**config.mk**
```make
export PLATFORM = sky130hd
export DESIGN_NAME = mem_port_arbiter
export DESIGN_NICKNAME = d
export VERILOG_FILES = /design/src/rtl/mem_arb_pkg.sv /design/src/rtl/lsu_lane_align.sv /design/src/rtl/mem_port_arbiter.sv
export SDC_FILE = /design/constraint.sdc
export NUM_CORES = 1
export LEC_CHECK = 0
export ABC_AREA = 0
export CAP_MARGIN = 20
export CORE_AREA = 2 2 95 97
export DETAILED_ROUTE_END_ITERATION = 7
export DIE_AREA = 0 0 97 99
export MAX_ROUTING_LAYER = met4
export PLACE_DENSITY = 0.85
export REMOVE_ABC_BUFFERS = 1
export SYNTH_ARGS = -nofsm -noshare
export SYNTH_HDL_FRONTEND = slang
export SYNTH_SLANG_ARGS = --single-unit
```
**constraint.sdc**
```tcl
create_clock -name clk -period 1.9 [get_ports clk]
set_input_delay 0.38 -clock clk [delete_from_list [all_inputs] [get_ports clk]]
set_output_delay 0.38 -clock clk [all_outputs]
set_load 0.02 [all_outputs]
```
**src/rtl/mem_arb_pkg.sv**
```systemverilog
// Shared types and helpers for the IF/D memory port arbiter.
// Size encoding, requester identity, response slot and store lane rules.
package mem_arb_pkg;

  typedef enum logic [1:0] {
    SZ_B   = 2'b00,
    SZ_H   = 2'b01,
    SZ_W   = 2'b10,
    SZ_ILL = 2'b11
  } size_e;

  typedef enum logic {
    OWN_IF = 1'b0,
    OWN_D  = 1'b1
  } owner_e;

  typedef struct packed {
    logic       valid;
    owner_e     owner;
    size_e      size;
    logic       is_unsigned;
    logic [1:0] off;
    logic       err;
    logic       is_store;
  } slot_t;

  function automatic logic is_misaligned(size_e size, logic [1:0] off);
    logic mis;
    mis = 1'b0;
    case (size)
      SZ_B:    mis = 1'b0;
      SZ_H:    mis = off[0];
      SZ_W:    mis = (off != 2'b00);
      default: mis = 1'b1;
    endcase
    return mis;
  endfunction

  function automatic logic [3:0] store_be(size_e size, logic [1:0] off);
    logic [3:0] be;
    be = 4'b0000;
    case (size)
      SZ_B:    be = 4'b0001 << off;
      SZ_H:    be = 4'b0011 << off;
      SZ_W:    be = 4'b1111;
      default: be = 4'b0000;
    endcase
    return be;
  endfunction

endpackage

```
**src/rtl/lsu_lane_align.sv**
```systemverilog
// Store byte-lane replication / enables and load lane extraction with extension.
// Purely combinational; the store side sees the request, the load side sees the slot.
module lsu_lane_align
  import mem_arb_pkg::*;
#(
  parameter int XLEN = 32
) (
  input  logic [1:0]      st_size,
  input  logic [1:0]      st_off,
  input  logic [XLEN-1:0] st_wdata,
  output logic [3:0]      st_be,
  output logic [XLEN-1:0] st_lanes,
  input  logic [1:0]      ld_size,
  input  logic [1:0]      ld_off,
  input  logic            ld_unsigned,
  input  logic [XLEN-1:0] ld_rdata,
  output logic [XLEN-1:0] ld_data
);

  logic [7:0]  ld_byte;
  logic [15:0] ld_half;

  always_comb begin
    st_be    = store_be(size_e'(st_size), st_off);
    st_lanes = st_wdata;
    case (size_e'(st_size))
      SZ_B:    st_lanes = {4{st_wdata[7:0]}};
      SZ_H:    st_lanes = {2{st_wdata[15:0]}};
      default: st_lanes = st_wdata;
    endcase
  end

  always_comb begin
    ld_byte = ld_rdata[{ld_off, 3'b000} +: 8];
    ld_half = ld_rdata[{ld_off[1], 4'b0000} +: 16];
    ld_data = '0;
    case (size_e'(ld_size))
      SZ_B:    ld_data = ld_unsigned ? {24'b0, ld_byte} : {{24{ld_byte[7]}}, ld_byte};
      SZ_H:    ld_data = ld_unsigned ? {16'b0, ld_half} : {{16{ld_half[15]}}, ld_half};
      SZ_W:    ld_data = ld_rdata;
      default: ld_data = '0;
    endcase
  end

endmodule

```
**src/rtl/mem_port_arbiter.sv**
```systemverilog
// Two-requester (IF, D) arbiter for a single-port byte-writable RAM with a
// one-deep response slot; alternating priority bounds each side's wait to 1 cycle.
//
// prio   | meaning
// OWN_D  | D wins when both request (reset value)
// OWN_IF | IF wins when both request
module mem_port_arbiter
  import mem_arb_pkg::*;
#(
  parameter int DEPTH_W = 7,
  parameter int XLEN    = 32
) (
  input  logic               clk,
  input  logic               rst,
  input  logic               if_req_i,
  input  logic [XLEN-1:0]    if_addr_i,
  output logic               if_gnt_o,
  output logic               if_rvalid_o,
  output logic [XLEN-1:0]    if_rdata_o,
  input  logic               d_req_i,
  input  logic               d_we_i,
  input  logic [1:0]         d_size_i,
  input  logic               d_unsigned_i,
  input  logic [XLEN-1:0]    d_addr_i,
  input  logic [XLEN-1:0]    d_wdata_i,
  output logic               d_gnt_o,
  output logic               d_rvalid_o,
  output logic [XLEN-1:0]    d_rdata_o,
  output logic               d_err_o,
  output logic [DEPTH_W-1:0] mem_addr_o,
  output logic [3:0]         mem_we_o,
  output logic [XLEN-1:0]    mem_wdata_o,
  input  logic [XLEN-1:0]    mem_rdata_i
);

  owner_e          prio;
  slot_t           slot;
  slot_t           slot_nxt;
  logic            gnt_if;
  logic            gnt_d;
  logic            d_err_now;
  logic [1:0]      d_off;
  logic [3:0]      st_be;
  logic [XLEN-1:0] st_lanes;
  logic [XLEN-1:0] ld_data;
  logic            unused_addr_bits;

  assign d_off     = d_addr_i[1:0];
  assign d_err_now = is_misaligned(size_e'(d_size_i), d_off);

  // Addresses wrap: bits above the RAM depth and IF byte-offset bits are dropped.
  assign unused_addr_bits = ^{if_addr_i[XLEN-1:DEPTH_W+2], if_addr_i[1:0],
                              d_addr_i[XLEN-1:DEPTH_W+2]};

  always_comb begin
    gnt_d  = !rst && d_req_i && (!if_req_i || prio == OWN_D);
    gnt_if = !rst && if_req_i && !gnt_d;
  end

  assign if_gnt_o    = gnt_if;
  assign d_gnt_o     = gnt_d;
  assign mem_addr_o  = gnt_d ? d_addr_i[DEPTH_W+1:2] : if_addr_i[DEPTH_W+1:2];
  assign mem_we_o    = (gnt_d && d_we_i && !d_err_now) ? st_be : 4'b0000;
  assign mem_wdata_o = st_lanes;

  lsu_lane_align #(.XLEN(XLEN)) u_align (
    .st_size     (d_size_i),
    .st_off      (d_off),
    .st_wdata    (d_wdata_i),
    .st_be       (st_be),
    .st_lanes    (st_lanes),
    .ld_size     (slot.size),
    .ld_off      (slot.off),
    .ld_unsigned (slot.is_unsigned),
    .ld_rdata    (mem_rdata_i),
    .ld_data     (ld_data)
  );

  always_comb begin
    slot_nxt       = '0;
    slot_nxt.valid = gnt_if || gnt_d;
    slot_nxt.owner = gnt_d ? OWN_D : OWN_IF;
    if (gnt_d) begin
      slot_nxt.size        = size_e'(d_size_i);
      slot_nxt.is_unsigned = d_unsigned_i;
      slot_nxt.off         = d_off;
      slot_nxt.err         = d_err_now;
      slot_nxt.is_store    = d_we_i;
    end
  end

  always_ff @(posedge clk) begin
    if (rst) begin
      slot <= '0;
      prio <= OWN_D;
    end else begin
      slot <= slot_nxt;
      if (gnt_d)       prio <= OWN_IF;
      else if (gnt_if) prio <= OWN_D;
    end
  end

  assign if_rvalid_o = slot.valid && (slot.owner == OWN_IF);
  assign if_rdata_o  = if_rvalid_o ? mem_rdata_i : '0;
  assign d_rvalid_o  = slot.valid && (slot.owner == OWN_D);
  assign d_err_o     = d_rvalid_o && slot.err;
  assign d_rdata_o   = (d_rvalid_o && !slot.err && !slot.is_store) ? ld_data : '0;

endmodule

```
### After elaboration in Yosys (flattened, before gate mapping)

Index checks and enable logic that the tools add are counted.

| word-level totals | value |
|---|---|
| register bits | 10 |
| bits of input ports | 136 |
| logic and storage cells | 55 |

| operators by class | value |
|---|---|
| eq/ne operators | 4 |
| shifts and indexed selects | 4 |
| multiplexer cells | 13 |
| bitwise logic cells | 2 |
| reduce and logical (&&, ||, !) cells | 24 |

Operators by type and width:

| kind | number |
|---|---|
| $mux W32 | 4 |
| $pmux W32 S3 | 1 |
| $pmux W32 S2 | 1 |
| $shiftx A32 B6 Y16 | 1 |
| $shiftx A32 B6 Y8 | 1 |
| $pmux W4 S3 | 1 |
| $logic_and A1 B1 Y1 | 11 |
| $mux W7 | 1 |
| $logic_not A1 Y1 | 6 |
| $eq A2 B1 Y1 const B | 2 |
| $eq A2 B2 Y1 const B | 2 |
| $logic_not A2 Y1 | 2 |
| $mux W4 | 1 |
| $reduce_bool A2 Y1 | 2 |
| $shl A1 B2 Y4 const A | 1 |
| $shl A2 B2 Y4 const A | 1 |
| $mux W1 | 3 |
| $pmux W1 S3 | 1 |
| $logic_or A1 B1 Y1 | 2 |
| $not A1 Y1 | 2 |
| $reduce_or A2 Y1 | 1 |

### Logic depth before layout (Yosys ltp)

Gate-level depths: netlist of the first run.

| depth | value |
|---|---|
| depth in word-level cells | 7 |
| gate-level depth with buffers | 6 |

### By module

From an unflattened synthesis of the first run, not the netlist that was laid out.

| second synthesis, totals | value |
|---|---|
| cell total of the unflattened synthesis | 285 |
| area, all modules | 2,277.2 sq um |

Modules (own cells, without submodules):

| module | instances | cells an instance | area an instance (sq um) |
|---|---|---|---|
| lsu_lane_align | 1 | 169 | 1,268.7 |
| mem_port_arbiter | 1 | 116 | 1,008.5 |

### Least setup slack after synthesis of the first run

No wires, ideal clock.

| path | value |
|---|---|
| kind | input-to-output |
| from | input port if_req_i |
| to | output port mem_we_o[1] |
| arrival time | 1,458 ps |
| setup slack | 62 ps |
| cell stages on the path | 4 |
| buffers on the path | 0 |
| cells stage by stage | nor2b_2 -> nor3_4 -> nand2_1 -> nor3_1 |

| on the way | value |
|---|---|
| word-level cells in the longest chain between the ends | 6 |

RTL lines:

| element | line | RTL |
|---|---|---|
| from (decl) | mem_port_arbiter.sv:15 | `input logic if_req_i,` |
| $logic_not A1 Y1 | mem_port_arbiter.sv:56 | `gnt_d = !rst && d_req_i && (!if_req_i \|\| prio == OWN_D);` |
| $logic_or A1 B1 Y1 | mem_port_arbiter.sv:56 |  |
| $logic_and A1 B1 Y1 | mem_port_arbiter.sv:56 |  |
| $logic_and A1 B1 Y1 (2 in a row) | mem_port_arbiter.sv:63 | `assign mem_we_o = (gnt_d && d_we_i && !d_err_now) ? st_be : 4'b0000;` |
| $mux W4 | mem_port_arbiter.sv:63 |  |
| to (decl) | mem_port_arbiter.sv:31 | `output logic [3:0] mem_we_o,` |

No other way between the ends.

### Worst setup path in the final report of the first run

| path | value |
|---|---|
| from | register slot[3] (netlist bit) |
| to | output port d_rdata_o[9] |

| on the way | value |
|---|---|
| word-level cells in the longest chain between the ends | 4 |
| elaborated cells on any way between the ends | 6 |
| classes of those cells | shift: 2; mux: 4 |

RTL lines:

| element | line | RTL |
|---|---|---|
| from (decl) | mem_port_arbiter.sv:37 | `slot_t slot;` |
| from (signal assigned) | mem_port_arbiter.sv:97 | `slot <= slot_nxt;` |
| $shiftx A32 B6 Y16 or $shiftx A32 B6 Y8 (tied branches) | lsu_lane_align.sv:35, lsu_lane_align.sv:34 |  |
| $mux W32 (on tied branches) | lsu_lane_align.sv:39, lsu_lane_align.sv:38 |  |
| $pmux W32 S3 * | lsu_lane_align.sv:37 | `case (size_e'(ld_size))` |
| $mux W32 * | mem_port_arbiter.sv:107 | `assign d_rdata_o = (d_rvalid_o && !slot.err && !slot.is_store) ? ld_data : '0;` |
| to (decl) | mem_port_arbiter.sv:28 | `output logic [XLEN-1:0] d_rdata_o,` |

Mark *: on every way between the ends. The rest lies on a longest branch, timed or not.

==> metrics, run 1 <==
combinational share of power=0.704; number of cells in the design after placement=606; sequential fraction of the synthesis area=0.0996; cts bufs inserted=3; global routing usage on met1=0.210; share of post-route cells with drive strength above 1=0.514; DIE AREA=9600 sq um; dominant cells by area after synthesis=sky130_fd_sc_hd__mux2_2 17%, sky130_fd_sc_hd__and2_1 12%, sky130_fd_sc_hd__dfxtp_1 10%, sky130_fd_sc_hd__mux2i_1 6.5%, sky130_fd_sc_hd__a21oi_1 5.7%; fillers=758; wire length of the first global-routing pass=16.0 mm; core occupancy in the finished layout=0.588; level count of the clock H-tree=1; total vias in the final route=3075; number of max-slew violations in the final report=0; final setup margin=-0.205 ns; number of vias per cell=4.79; number of antenna violations at the first check in global routing=1; Buffers on Ports=199; library cell used as clock root buffer=sky130_fd_sc_hd__clkbuf_8; worst IR drop on VDD=0.187 mV; type of the most critical hold path=primary input to register; clock latency at the later pin of the worst-skew pair=0.23 ns; footprint of the flip-flops and latches=211 sq um; unrepaired setup endpoints after global routing=yes; largest fanout of any net on the critical path=8; post-synth cell types=40; share of the clock period used by the worst path after layout=1.11; number of standard-cell rows in the floorplan=34; share of the synthesized area in the top cell type=0.168; fraction of met2 tracks used by global routing=0.402; count of nets after finishing=670; number of global-route vias before repair=3192; area added between synthesis and finish=150%; result of the run=complete, but fails checks; die boundary width=97 um; max-cap violation count=0; wire length per cell=16.6 um; hold violation count in the final report=0; clock network fraction of design power=0.157; violations in the final reports=negative setup slack; placeable core region=8550 sq um; final setup violating endpoints=31; Remaining DRCs=0; first-pass iteration count of the detailed router=4; Internal Pwr Total=1.03 mW; total leakage power=2.30 nW; kind of launch point of the worst setup path=register; Post-Synthesis Cells=268; GRT Util Overall=0.208; max_slew headroom=0.799; layer with the highest usage=met2; most area-hungry cell type in the Yosys netlist=sky130_fd_sc_hd__mux2_2; pin count of the biggest net entering global routing=34; Die Y=99 um; area of all placed cells without fillers=5020 sq um; average cell area after synthesis=7.50 sq um; Syn. warnings=0; register share of total power=0.139; maximum count of clock buffers along a single path=2; wirelength, routed=10.6 mm; Critical Path Sink Type=output pin; most common cell after layout, fill and taps aside=sky130_fd_sc_hd__buf_4; power per standard cell area=332 nW/um^2; Max Clk Rate=0.475 GHz; Hold WS=0.391 ns; most frequent cells in the layout=89 x sky130_fd_sc_hd__buf_4, 69 x sky130_fd_sc_hd__clkdlybuf4s50_1, 40 x sky130_fd_sc_hd__buf_6; area of placed instances=4430 sq um; antenna violation net count after detailed routing=0; num ports=248; startpoint-to-endpoint class of the critical path=register to output pin; post-DP HPWL=7.61 mm; worst path arrival time=1.73 ns; Initial Util=0.235; global-route met3 utilization=0.0461; GRT overflow=0; final standard cell count with taps included and fillers excluded=642; Iter 0 DRT Violations=47; Final Skew=0.00506 ns; final weighted congestion of routability-driven global placement=0.853; worst path required time=1.52 ns; number of synthesized register bits=10; transition time at the pin with the least slew margin=0.302 ns; cell area after synthesis=2010 sq um; clock tree from TritonCTS=built; clock-pin slew on the worst setup and hold paths=0.05 ns; net switching component of the power=0.638 mW; total area of multi-input combinational cells=1890 sq um; time the worst path needs with I/O delays and setup=2.11 ns; # clock sinks=10; share of total power consumed by net switching=0.383
==> final cells by class <==
| class | instances | share of cell area |
|---|---|---|
| antenna | 1 | 0.000498 |
| clock buffer | 4 | 0.0110 |
| inverter | 8 | 0.00598 |
| multi-input combinational | 219 | 0.377 |
| sequential | 10 | 0.0421 |
| tap | 108 | 0.0269 |
| timing repair buffer | 292 | 0.537 |
==> power groups by stage <==
stage	Sequential, mW	Clock (mW)	Combinational, mW
after floorplan	0.240	0	0.396
after global placement	0.233	0	1.02
after detailed placement	0.233	0	1.04
after CTS	0.231	0.271	1.11
after global routing	0.232	0.281	1.24
final	0.231	0.261	1.17
==> kinds of logic after synthesis <==
kind of cell / count (synthesis) / synth area share
AO/OA/AOI/OAI: 67 / 0.234
XOR/XNOR: 1 / 0.00436
buffers and inverters: 40 / 0.123
flip-flops: 10 / 0.0996
multiplexers: 45 / 0.253
AND/OR/NAND/NOR: 105 / 0.286
==> metrics by stage <==
step / setup slack, ns / power [mW] / TNS (ns)
after floorplan: -0.461 / 0.636 / -17.76
after global placement: -0.880 / 1.25 / -49.25
after detailed placement: -0.969 / 1.27 / -51.70
after CTS: -0.250 / 1.62 / -4.79
after global routing: -0.245 / 1.75 / -5.15
final: -0.205 / 1.67 / -3.54
==> critical path, cell delays in order (launching register included) <==
cell and delay [ns]:
sky130_fd_sc_hd__dfxtp_4 0.40, sky130_fd_sc_hd__buf_6 0.11, sky130_fd_sc_hd__mux4_2 0.51, sky130_fd_sc_hd__nand2_4 0.17, sky130_fd_sc_hd__buf_6 0.12, sky130_fd_sc_hd__a21oi_4 0.04
sky130_fd_sc_hd__buf_6 0.13
==> layer usage <==
| layer | vias up | share of wire | wire length, um |
|---|---|---|---|
| met4 | 0 | 0.023 | 240 |
| met5 | - | 0 | 0 |
| met3 | 20 | 0.086 | 909 |
| li1 | 1465 | - | - |
| met1 | 1401 | 0.36 | 3810 |
| met2 | 189 | 0.53 | 5670 |
==> what timing repair did <==
item                                    4_1_cts  5_1_grt
gates resized for setup                     420      132
hold buffers                                  0        0
pin swaps                                    10       14
gates cloned                                  3        2
setup buffers                                23        5
endpoints found under the setup margin      109       98
==> sequential cells by signal, indices dropped and copies added (netlist names) <==
register  count
prio          1
slot          9
==> Yosys cell counts, drive strengths merged <==
| master | number |
|---|---|
| mux2i | 13 |
| xor2 | 1 |
| buf | 23 |
| a22oi | 9 |
| mux2 | 31 |
| a32oi | 1 |
| nand3 | 1 |
| nor2 | 15 |
| inv | 8 |
| and2 | 38 |
| mux4 | 1 |
| and3 | 1 |
| a2bb2oi | 1 |
| o221ai | 3 |
| a211o | 1 |
| and2b | 1 |
| nand2b | 1 |
| dfxtp | 10 |
| a2111oi | 1 |
| nor3 | 10 |
| a221oi | 4 |
| o211ai | 1 |
| nor3b | 3 |
| nor2b | 5 |
| nand2 | 30 |
| a21oi | 33 |
| o21ai | 13 |
| clkbuf | 9 |
==> path summary, 6_finish.rpt <==
kind / from / to / slack (ns) / cells after the start
min reg2reg: prio$_SDFFE_PP1P_ / prio$_SDFFE_PP1P_ / 0.50 / 1
min: d_req_i / slot[8]$_SDFF_PP0_ / 0.39 / 3
max reg2reg: prio$_SDFFE_PP1P_ / slot[1]$_SDFF_PP0_ / 0.63 / 6
max: slot[3]$_SDFF_PP0_ / d_rdata_o[9] / -0.21 / 6
(Power assumes the default switching activity.)
==> run 2: changes to the inputs <==
Settings changed: CTS_CLUSTER_SIZE set to 14, SLEW_MARGIN set to 0.
==> results of run 2 <==
Same layout as run 1: the final DEF is identical, and so are final timing and power.
==> run 3: changes to the inputs <==
Settings changed: GPL_ROUTABILITY_DRIVEN set to 0.
==> run 3 against run 2 <==
Against the previous run:
- the flow still finishes with violations (negative setup slack)
- core utilization barely moved
- wire length fell by 1.6%
- global-route usage rose by 0.097 points
- first-iteration DRC count fell by 34%
- via count rose by 1.3%
- clock power barely moved
- flip-flop and latch count did not move
- critical path type unchanged
==> metrics, run 3 (same netlist as run 1, synthesis figures left out) <==
source of the worst hold timing path=if_req_i (was d_req_i); Critical Path Sink Type=output pin (unchanged); Buffers on Ports=199 (unchanged); number of standard-cell rows in the floorplan=34 (unchanged); worst path arrival time=1.70 ns (was 1.73 ns); power per standard cell area=328 nW/um^2 (was 332 nW/um^2); Most flops, register=slot (unchanged); GRT Util Overall=0.209 (was 0.208); number of global-route vias before repair=3363 (was 3192); area of all placed cells without fillers=5030 sq um (was 5020 sq um); # clock sinks=10 (unchanged); result of the run=complete, but fails checks (unchanged); clock-pin slew on the worst setup and hold paths=0.05 ns (about the same); GRT overflow=0 (unchanged); wire length per cell=16.4 um (was 16.6 um); startpoint-to-endpoint class of the critical path=register to output pin (unchanged); worst path required time=1.52 ns (about the same); max-cap violation count=0 (unchanged); Initial Util=0.235 (unchanged); share of post-route cells with drive strength above 1=0.499 (was 0.514); worst IR drop on VDD=0.181 mV (was 0.187 mV); transition time at the pin with the least slew margin=0.337 ns (was 0.302 ns); violations in the final reports=negative setup slack (unchanged); count of nets after finishing=666 (was 670); time the worst path needs with I/O delays and setup=2.08 ns (was 2.11 ns); largest fanout of any net on the critical path=8 (unchanged); post-DP HPWL=7.63 mm (was 7.61 mm); max_slew headroom=0.774 (was 0.799); level count of the clock H-tree=1 (unchanged); Final Skew=0.00424 ns (was 0.00506 ns); most common cell after layout, fill and taps aside=sky130_fd_sc_hd__buf_4 (unchanged); unrepaired setup endpoints after global routing=yes (unchanged); Max Clk Rate=0.481 GHz (was 0.475 GHz); antenna violation net count after detailed routing=0 (unchanged); post-place setup slack=-0.933 ns (was -0.969 ns); hold violation count in the final report=0 (unchanged); Iter 0 DRT Violations=31 (was 47); kind of launch point of the worst setup path=register (unchanged); clock latency at the later pin of the worst-skew pair=0.24 ns (was 0.23 ns); Tot Pwr=1.65 mW (was 1.67 mW); launching point of the worst reg2reg path=prio$_SDFFE_PP1P_ (unchanged); setup TNS=-4.25 ns (was -3.54 ns); pin count of the biggest net entering global routing=34 (unchanged); share of the clock period used by the worst path after layout=1.09 (was 1.11); clock tree from TritonCTS=built (unchanged); first-pass iteration count of the detailed router=4 (unchanged); Hold Buf Count CTS=0 (unchanged); wire length of the first global-routing pass=16.1 mm (was 16.0 mm); library cell used as clock root buffer=sky130_fd_sc_hd__clkbuf_8 (unchanged); registers with the highest flip-flop counts=slot x9, prio x1 (unchanged); final standard cell count with taps included and fillers excluded=638 (was 642); number of max-slew violations in the final report=0 (unchanged); final setup violating endpoints=29 (was 31); fillers=727 (was 758); maximum count of clock buffers along a single path=2 (unchanged); wirelength, routed=10.5 mm (was 10.6 mm); number of antenna violations at the first check in global routing=1 (unchanged); most frequent cells in the layout=77 x sky130_fd_sc_hd__buf_4, 73 x sky130_fd_sc_hd__clkdlybuf4s50_1, 38 x sky130_fd_sc_hd__and2_1, 38 x sky130_fd_sc_hd__buf_6, 28 x sky130_fd_sc_hd__dlygate4sd2_1 (was 89 x sky130_fd_sc_hd__buf_4, 69 x sky130_fd_sc_hd__clkdlybuf4s50_1, 40 x sky130_fd_sc_hd__buf_6); core occupancy in the finished layout=0.588 (about the same); total vias in the final route=3116 (was 3075); num ports=248 (unchanged); total leakage power=2.27 nW (was 2.30 nW); final setup margin=-0.180 ns (was -0.205 ns); number of vias per cell=4.88 (was 4.79); placeable core region=8550 sq um (unchanged); number of cells in the design after placement=613 (was 606); worst setup path startpoint=slot[3]$_SDFF_PP0_ (unchanged); Hold WS=0.396 ns (was 0.391 ns); die boundary width=97 um (unchanged); Remaining DRCs=0 (unchanged); cts bufs inserted=3 (unchanged); area added between synthesis and finish=150% (about the same); Die Y=99 um (unchanged); DIE AREA=9600 sq um (unchanged); area of placed instances=4500 sq um (was 4430 sq um); type of the most critical hold path=primary input to register (unchanged); number of flip-flops in the largest register=9 (unchanged)
run 3: changes by cell type in the layout (fill, tap and decap cells not counted), moves of 4 or more:
cell	previous run	this run
sky130_fd_sc_hd__a21oi_4	5	11
sky130_fd_sc_hd__buf_2	8	17
sky130_fd_sc_hd__mux2_4	21	11
sky130_fd_sc_hd__mux2_2	10	20
sky130_fd_sc_hd__clkbuf_2	20	16
sky130_fd_sc_hd__a21oi_1	10	6
sky130_fd_sc_hd__buf_4	89	77
sky130_fd_sc_hd__clkdlybuf4s50_1	69	73
run 3: final timing paths:
kind | to | slack, ns | cells after the start
setup reg to reg | slot[1]$_SDFF_PP0_ | 0.67 | 6
setup / recovery | d_rdata_o[9] | -0.18 | 5
hold reg to reg | prio$_SDFFE_PP1P_ | 0.50 | 1
hold / removal | slot[8]$_SDFF_PP0_ | 0.40 | 3
run 3: final cells by class:
cell class              instances  area, sq um  share of cell area
well taps                     108          135              0.0269
inverters                       8         30.0             0.00597
repair buffers                288         2680               0.532
multi-input cells             219         1920               0.381
diodes                          1         2.50            0.000498
clock buffers                   4         55.1              0.0110
flip-flops and latches         10          211              0.0421
run 3: power breakdown:
group	internal [mW]	switching [mW]	total (mW)
combinational	0.601	0.551	1.15
sequential	0.221	0.0106	0.231
clock	0.182	0.0820	0.264
total	1.00	0.643	1.65
run 3: metal layers:
layer  up-vias  part of all wire  wire [um]  GRT usage
met3        33             0.092        961     0.0482
met1      1420              0.35       3660      0.202
met2       204              0.52       5470      0.392
met4         0             0.035        370      0.103
met5         -                 0          0          -
li1       1459                 -          -          -
run 3: worst max-delay path, cell delays in order (launching register included):
cell and delay (ns):
sky130_fd_sc_hd__dfxtp_4 0.41, sky130_fd_sc_hd__buf_6 0.11, sky130_fd_sc_hd__mux4_2 0.55, sky130_fd_sc_hd__nand2_8 0.16, sky130_fd_sc_hd__a21oi_2 0.07, sky130_fd_sc_hd__buf_4 0.15
run 3: repair_timing:
item,4_1_cts,5_1_grt
resized for setup,401,119
pin swaps,9,13
cloned,4,2
setup buffers,12,4
endpoints found under the setup margin,109,85
